**src/rtl/axi_frame_writer.sv**
```systemverilog
// axi_frame_writer: AXI4 write master draining a FWFT pixel FIFO into ping-pong frame buffers
module axi_frame_writer #(
    parameter logic [31:0] BASE_ADDR0  = 32'h0000_0000,
    parameter logic [31:0] BASE_ADDR1  = 32'h0020_0000,
    parameter int          FRAME_WORDS = 307200,
    parameter int          BURST_LEN   = 64,
    parameter logic [3:0]  AXI_ID      = 4'd0,
    parameter int          LEVEL_W     = 11
) (
    input  logic               clk_i,
    input  logic               rst_i,
    input  logic               frame_start_i,
    input  logic [LEVEL_W-1:0] fifo_level_i,
    input  logic [31:0]        fifo_data_i,
    output logic               fifo_rd_o,
    output logic               inport_awvalid_o,
    input  logic               inport_awready_i,
    output logic [31:0]        inport_awaddr_o,
    output logic [3:0]         inport_awid_o,
    output logic [7:0]         inport_awlen_o,
    output logic [1:0]         inport_awburst_o,
    output logic               inport_wvalid_o,
    input  logic               inport_wready_i,
    output logic [31:0]        inport_wdata_o,
    output logic [3:0]         inport_wstrb_o,
    output logic               inport_wlast_o,
    input  logic               inport_bvalid_i,
    output logic               inport_bready_o,
    input  logic [1:0]         inport_bresp_i,
    input  logic [3:0]         inport_bid_i,
    output logic               buf_sel_o,
    output logic               frame_done_o,
    output logic               err_o
);
    localparam int          CNT_W = $clog2(FRAME_WORDS + 1);
    localparam logic [31:0] BL    = 32'(BURST_LEN);
    localparam logic [31:0] FW    = 32'(FRAME_WORDS);

    typedef enum logic [1:0] {IDLE, AW, W, B} state_t;

    state_t             state_q, state_d;
    logic               armed_q, armed_d, pend_q, pend_d;
    logic               wr_buf_q, wr_buf_d, buf_sel_q, buf_sel_d;
    logic               done_q, done_d, err_q, err_d;
    logic [CNT_W-1:0]   word_cnt_q, word_cnt_d;
    logic [7:0]         beat_cnt_q, beat_cnt_d;
    logic [31:0]        awaddr_q, awaddr_d, next_words;
    logic               last_beat;
    logic               unused_bid;

    assign unused_bid       = ^inport_bid_i;
    assign last_beat        = beat_cnt_q == 8'(BURST_LEN - 1);
    assign next_words       = 32'(word_cnt_q) + BL;
    assign inport_awvalid_o = state_q == AW;
    assign inport_awaddr_o  = awaddr_q;
    assign inport_awid_o    = AXI_ID;
    assign inport_awlen_o   = 8'(BURST_LEN - 1);
    assign inport_awburst_o = 2'b01;
    assign inport_wvalid_o  = state_q == W;
    assign inport_wdata_o   = fifo_data_i;
    assign inport_wstrb_o   = 4'hF;
    assign inport_wlast_o   = (state_q == W) && last_beat;
    assign inport_bready_o  = state_q == B;
    assign fifo_rd_o        = inport_wvalid_o && inport_wready_i;
    assign buf_sel_o        = buf_sel_q;
    assign frame_done_o     = done_q;
    assign err_o            = err_q;

    // Burst sequencing, frame accounting and deferred frame-start handling
    always_comb begin
        state_d    = state_q;
        armed_d    = armed_q;
        pend_d     = pend_q;
        wr_buf_d   = wr_buf_q;
        buf_sel_d  = buf_sel_q;
        done_d     = 1'b0;
        err_d      = err_q;
        word_cnt_d = word_cnt_q;
        beat_cnt_d = beat_cnt_q;
        awaddr_d   = awaddr_q;
        if (state_q != IDLE && frame_start_i) pend_d = 1'b1;
        case (state_q)
            IDLE: begin
                if (frame_start_i) begin
                    word_cnt_d = '0;
                    armed_d    = 1'b1;
                end
                if (armed_q && 32'(fifo_level_i) >= BL) begin
                    state_d  = AW;
                    awaddr_d = (wr_buf_q ? BASE_ADDR1 : BASE_ADDR0) + (32'(word_cnt_d) << 2);
                end
            end
            AW: state_d = inport_awready_i ? W : AW;
            W: begin
                if (inport_wready_i) begin
                    beat_cnt_d = last_beat ? 8'd0 : beat_cnt_q + 8'd1;
                    state_d    = last_beat ? B : W;
                end
            end
            B: begin
                if (inport_bvalid_i) begin
                    err_d      = err_q | (inport_bresp_i != 2'b00);
                    word_cnt_d = CNT_W'(next_words);
                    if (next_words == FW) begin
                        done_d     = 1'b1;
                        buf_sel_d  = wr_buf_q;
                        wr_buf_d   = ~wr_buf_q;
                        word_cnt_d = '0;
                        armed_d    = 1'b0;
                    end
                    if (pend_d) begin
                        word_cnt_d = '0;
                        armed_d    = 1'b1;
                        pend_d     = 1'b0;
                    end
                    state_d = IDLE;
                end
            end
            default: state_d = IDLE;
        endcase
    end

    // State registers with asynchronous reset
    always_ff @(posedge clk_i or posedge rst_i) begin
        if (rst_i) begin
            state_q    <= IDLE;
            armed_q    <= 1'b0;
            pend_q     <= 1'b0;
            wr_buf_q   <= 1'b0;
            buf_sel_q  <= 1'b0;
            done_q     <= 1'b0;
            err_q      <= 1'b0;
            word_cnt_q <= '0;
            beat_cnt_q <= '0;
            awaddr_q   <= BASE_ADDR0;
        end else begin
            state_q    <= state_d;
            armed_q    <= armed_d;
            pend_q     <= pend_d;
            wr_buf_q   <= wr_buf_d;
            buf_sel_q  <= buf_sel_d;
            done_q     <= done_d;
            err_q      <= err_d;
            word_cnt_q <= word_cnt_d;
            beat_cnt_q <= beat_cnt_d;
            awaddr_q   <= awaddr_d;
        end
    end
endmodule

```
**config.mk**
```make
export PLATFORM = sky130hd
export DESIGN_NAME = axi_frame_writer
export DESIGN_NICKNAME = d
export VERILOG_FILES = /design/src/rtl/axi_frame_writer.sv
export SDC_FILE = /design/constraint.sdc
export NUM_CORES = 1
export LEC_CHECK = 0
export CAP_MARGIN = 40
export CORE_MARGIN = 2
export CORE_UTILIZATION = 45
export CTS_CLUSTER_SIZE = 10
export DETAILED_ROUTE_END_ITERATION = 12
export GPL_TIMING_DRIVEN = 0
export PLACE_DENSITY = 0.93
export SETUP_SLACK_MARGIN = 0.3
export SLEW_MARGIN = 10
export SYNTH_ARGS = -nofsm -noshare
export SYNTH_HDL_FRONTEND = slang
export SYNTH_SLANG_ARGS = --single-unit
```
**constraint.sdc**
```tcl
create_clock -name clk_i -period 6 [get_ports clk_i]
set_input_delay 0.6 -clock clk_i [delete_from_list [all_inputs] [get_ports clk_i]]
set_output_delay 0.6 -clock clk_i [all_outputs]
set_load 0.005 [all_outputs]
```
Word-level counts from Yosys, hierarchy flattened
Cells that the tools add are included.
{ "op_classes": {"add_sub_neg": 3, "magnitude_cmp": 1, "n_eq_ne": 10, "mux": 25, "bitwise_logic": 2, "reduce_logical": 15} }
{ "op_table": {"columns": ["operator", "n"], "rows": [
  ["$mux W19", 5],
  ["$pmux W19 S2", 1],
  ["$add A22 B21 Y23", 1],
  ["$mux W22", 1],
  ["$add A19 B7 Y20 const B", 1],
  ["$eq A20 B19 Y1 const B", 1],
  ["$ge A11 B7 Y1 const B", 1],
  ["$mux W1", 11],
  ["$add A8 B1 Y8 const B", 1],
  ["$eq A8 B6 Y1 const B", 1],
  ["$mux W2", 4],
  ["$mux W8", 1],
  ["$pmux W2 S4", 1],
  ["$reduce_and A2 Y1", 4],
  ["$ne A2 B2 Y1 const B", 3],
  ["$reduce_and A3 Y1", 2],
  ["$reduce_bool A2 Y1", 3],
  ["$eq A2 B2 Y1 const B", 2],
  ["$logic_and A1 B1 Y1", 4],
  ["$reduce_and A4 Y1", 1],
  ["$ne A3 B1 Y1 const B", 1],
  ["$eq A2 B1 Y1 const B", 1],
  ["$logic_not A2 Y1", 1],
  ["$ne A2 B1 Y1 const B", 1],
  ["other kinds (3)", 3]
]} }
{ "totals": {"regBits": 67, "in_bits": 55, "output_inout_bits": 90, "word_cells": 66} }

Longest topological paths before layout
{ "depth": {"ltp_word": 6, "ltp_mapped": 8, "mapped_depth_nobuf": 7} }

Worst setup path after synthesis
OpenSTA, ideal clock, no wires.
{ "synth_timing": {"path_kind": "register to register", "from": "register word_cnt_q[6]", "to": "register buf_sel_q (netlist: buf_sel_o)", "setup_time_ns": 0.125, "arrival_ns": 1.951, "slack_ns": 3.924, "path_stages_with_launch": 7, "path_buffers": 1, "cell_sequence": "dfrtp_1 ha_1 clkbuf_1 and4_4 mux2_4 nor3_4 mux2_4"} }
{ "synth_between": {"elab_chain_cells": 3} }
{ "synth_lines": {"columns": ["element", "line", "rtl"], "rows": [
  ["start: declaration", "45", "logic [CNT_W-1:0] word_cnt_q, word_cnt_d;"],
  ["start signal: assignment", "144", "word_cnt_q <= word_cnt_d;"],
  ["$add A19 B7 Y20", "53", "assign next_words = 32'(word_cnt_q) + BL;"],
  ["$eq A20 B19 Y1", "104", "if (next_words == FW) begin"],
  ["$reduce_and A3 Y1 (no line)", null, null],
  ["end signal: assignment", "141", "buf_sel_q <= buf_sel_d;"],
  ["end: declaration", "43", "logic wr_buf_q, wr_buf_d, buf_sel_q, buf_sel_d;"]
]} }
No other way between the ends.
A chain may end at the register's enable or synchronous reset.

Worst setup path in the final report
{ "layout_timing": {"from": "register state_q[0]", "to": "output port inport_wlast_o"} }
{ "layout_between": {"elab_chain_cells": 2} }
{ "layout_lines": {"columns": ["element", "line", "rtl"], "rows": [
  ["start: declaration", "41", "state_t state_q, state_d;"],
  ["start signal: assignment", "137", "state_q <= state_d;"],
  ["$eq A2 B2 Y1", "62", "assign inport_wlast_o = (state_q == W) && last_beat;"],
  ["$logic_and A1 B1 Y1", "62", null],
  ["end: declaration", "26", "output logic inport_wlast_o,"]
]} }
No other way between the ends.

==> results.json <==
{
  "grt_max_degree": 30,
  "cts_resized": 0,
  "maxCapViolations": 0,
  "hold_start": "inport_awaddr_o[15]",
  "place_ws_ns": 3.33,
  "holdPathStages": 2,
  "seq_area_sq_mm": 0.00138,
  "yosysWarningCount": 0,
  "worstMarginPinSlew_ns": 0.575,
  "ys.flop_type": "dfrtp_1",
  "cts_made_buffers": 5,
  "ys_seq_area_frac": 0.434,
  "port_buffers": 72,
  "crit_fanout": 6,
  "r2r_start": "word_cnt_q[6]",
  "crit_start": "state_q[0]",
  "clock_skew_ns": 0.00870,
  "final_common_cell": "clkdlybuf4s50_1",
  "syn-instance-count": 323,
  "post_drt_wl_per_cell_microns": 12.8,
  "hold_violations": 0,
  "drive_gt1_frac": 0.206,
  "clkTransAtPathRegs_ns": 0.10,
  "max_slew_margin": 0.614,
  "route.detailed.drc": 0,
  "htree_levels": 2,
  "antenna_found_initial": 0,
  "finalWorstPathRequiredPeriod_ns": 2.84,
  "drt_pre_antenna_iters": 4,
  "crit_arrival_ns": 2.24,
  "num_vias": 2516,
  "p_sw_frac": 0.327,
  "p_seq_frac": 0.464,
  "drv_slew": 0,
  "ant_nets": 0,
  "final_cell_mix": "clkdlybuf4s50_1 (72), buf_4 (63), dfrtp_1 (55)",
  "intPower_uw": 612,
  "wl_microns": 6730,
  "core-area_sq_mm": 0.00679,
  "largest_reg_flops": 20,
  "cellPowerDensity_mw_per_mm2": 215,
  "synth-async-reset-ratio": 1.00,
  "first_global_vias": 2367,
  "rsz0062_at_grt": "false",
  "fin_setup_tns_ns": 0,
  "start_kind": "register",
  "holdWs_ns": 0.486,
  "die_area_sq_mm": 0.00774,
  "fmax_mhz": 353,
  "ys_seq_elements": 55,
  "rows": 30,
  "cts_hold_buf": 0,
  "antenna_cells": 0,
  "finalSetupViolCount": 0,
  "ios": 145,
  "clockBufferDepth": 2,
  "grtUsageTotal": 0.177,
  "cts_root_buffer": "clkbuf_8",
  "p_clk_frac": 0.227,
  "via_per_inst": 4.77,
  "crit_type": "reg -> out",
  "hpwl_microns": 5230,
  "syn_to_final_growth_pct": 33.2,
  "drtIter0Drc": 177,
  "post-cts-setup-buffer-count": 0,
  "finalWeightedCongestion": 0.875,
  "worstPathRequired_ns": 5.40,
  "clk_latency_ns": 0.31,
  "start_util": 0.467,
  "status": "finished clean",
  "fin_crit_sh": 0.473,
  "min_path_type": "reg -> reg",
  "cts_tree": "done",
  "fp.dieH_microns": 88.0,
  "fin_ws_ns": 3.16,
  "gr-total-overflow": 0,
  "p_sw_uw": 298,
  "p_leak_nw": 1.98,
  "syn_area_per_cell_sq_um": 9.82,
  "multiInputGateArea_sq_mm": 0.00133,
  "ir_drop_v": 0.000171,
  "synth.distinct_cells": 51,
  "fillers": 560,
  "synth-edff-count": 0,
  "clock-sinks": 55,
  "r2r_cells": 6,
  "mappedNetlistArea_sq_mm": 0.00317,
  "crit_path_end_kind": "output port",
  "final_nets": 493,
  "grt_pass1_wl_microns": 10900,
  "pwr-share-comb": 0.309,
  "die_x_microns": 88.0
}
final timing paths:
check	to	slack [ns]
min in group asynchronous	word_cnt_q[13]	0.66
max in group asynchronous	err_o	4.80
setup / recovery	inport_wlast_o	3.16
hold reg to reg	inport_awaddr_o[15]	0.49
setup reg to reg	armed_q	3.54
hold / removal	inport_awaddr_o[15]	0.49
power groups by stage:
stage	sequential (mW)	clock (mW)	combinational [mW]
after floorplan	0.423	0	0.179
after CTS	0.422	0.211	0.281
after global routing	0.426	0.226	0.309
after detailed placement	0.429	0	0.279
after global placement	0.427	0	0.269
final	0.422	0.207	0.281
layout make-up:
class                   count  share of cell area
plain buffers              74               0.126
inverters                  10             0.00888
well taps                  96              0.0284
clock inverters             3             0.00444
multi-input cells         212               0.315
repair buffers             73               0.175
clock buffers               5              0.0163
flip-flops and latches     55               0.326
logic make-up after synthesis:
| logic type | after synthesis | synth area share |
|---|---|---|
| flip-flops | 55 | 0.434 |
| buffers and inverters | 84 | 0.180 |
| AO/OA/AOI/OAI | 61 | 0.139 |
| adder cells (fa/ha/maj) | 7 | 0.0276 |
| AND/OR/NAND/NOR | 95 | 0.159 |
| XOR/XNOR | 14 | 0.0386 |
| other | 2 | 0.00237 |
| multiplexers | 5 | 0.0197 |
cells in the mapped netlist, types with 2 or more instances:
cell type,n,area share
xnor2_1,6,0.017
buf_2,3,0.0047
conb_1,2,0.0024
or4_1,2,0.0047
mux2_4,2,0.0095
and3_1,3,0.0059
nand3b_1,2,0.0047
o21ai_0,19,0.030
xor2_1,8,0.022
nor4b_1,2,0.0055
a21boi_0,7,0.017
inv_1,10,0.012
a21oi_1,7,0.011
ha_1,7,0.028
o211ai_1,3,0.0071
nand4_1,5,0.0099
buf_4,63,0.15
nand2b_1,8,0.016
o31ai_1,4,0.0095
nand3_1,10,0.016
a22o_1,12,0.033
buf_6,2,0.0071
dfrtp_1,55,0.43
clkbuf_1,6,0.0071
nor3_1,4,0.0063
nor2_1,15,0.018
and2_1,2,0.0039
nand2_1,30,0.035
mux2_2,2,0.0071
metal layers:
layer	track usage	wire length, microns
met2	0.286	3310
met5	0	0
met1	0.233	2780
met4	0.0783	167
met3	0.0320	470
through the flow:
stage	total power [mW]	util	instance area, sq um	instances
2_1_floorplan	0.602	-	3280	351
3_5_place_dp	0.708	0.609	4140	520
4_1_cts	0.914	0.622	4230	528
3_3_place_gp	0.696	0.606	4120	519
6_report	0.910	0.622	4230	528
5_1_grt	0.962	0.622	4230	528
worst max-delay path, cell delays in order, from the launching register on:
cell and delay, ns:
dfrtp_1 0.45, inv_1 0.10, ha_1 0.25, nand4_1 0.10, or4_1 0.44, inv_1 0.09, clkdlybuf4s50_1 0.49
(Power assumes the default switching activity.)
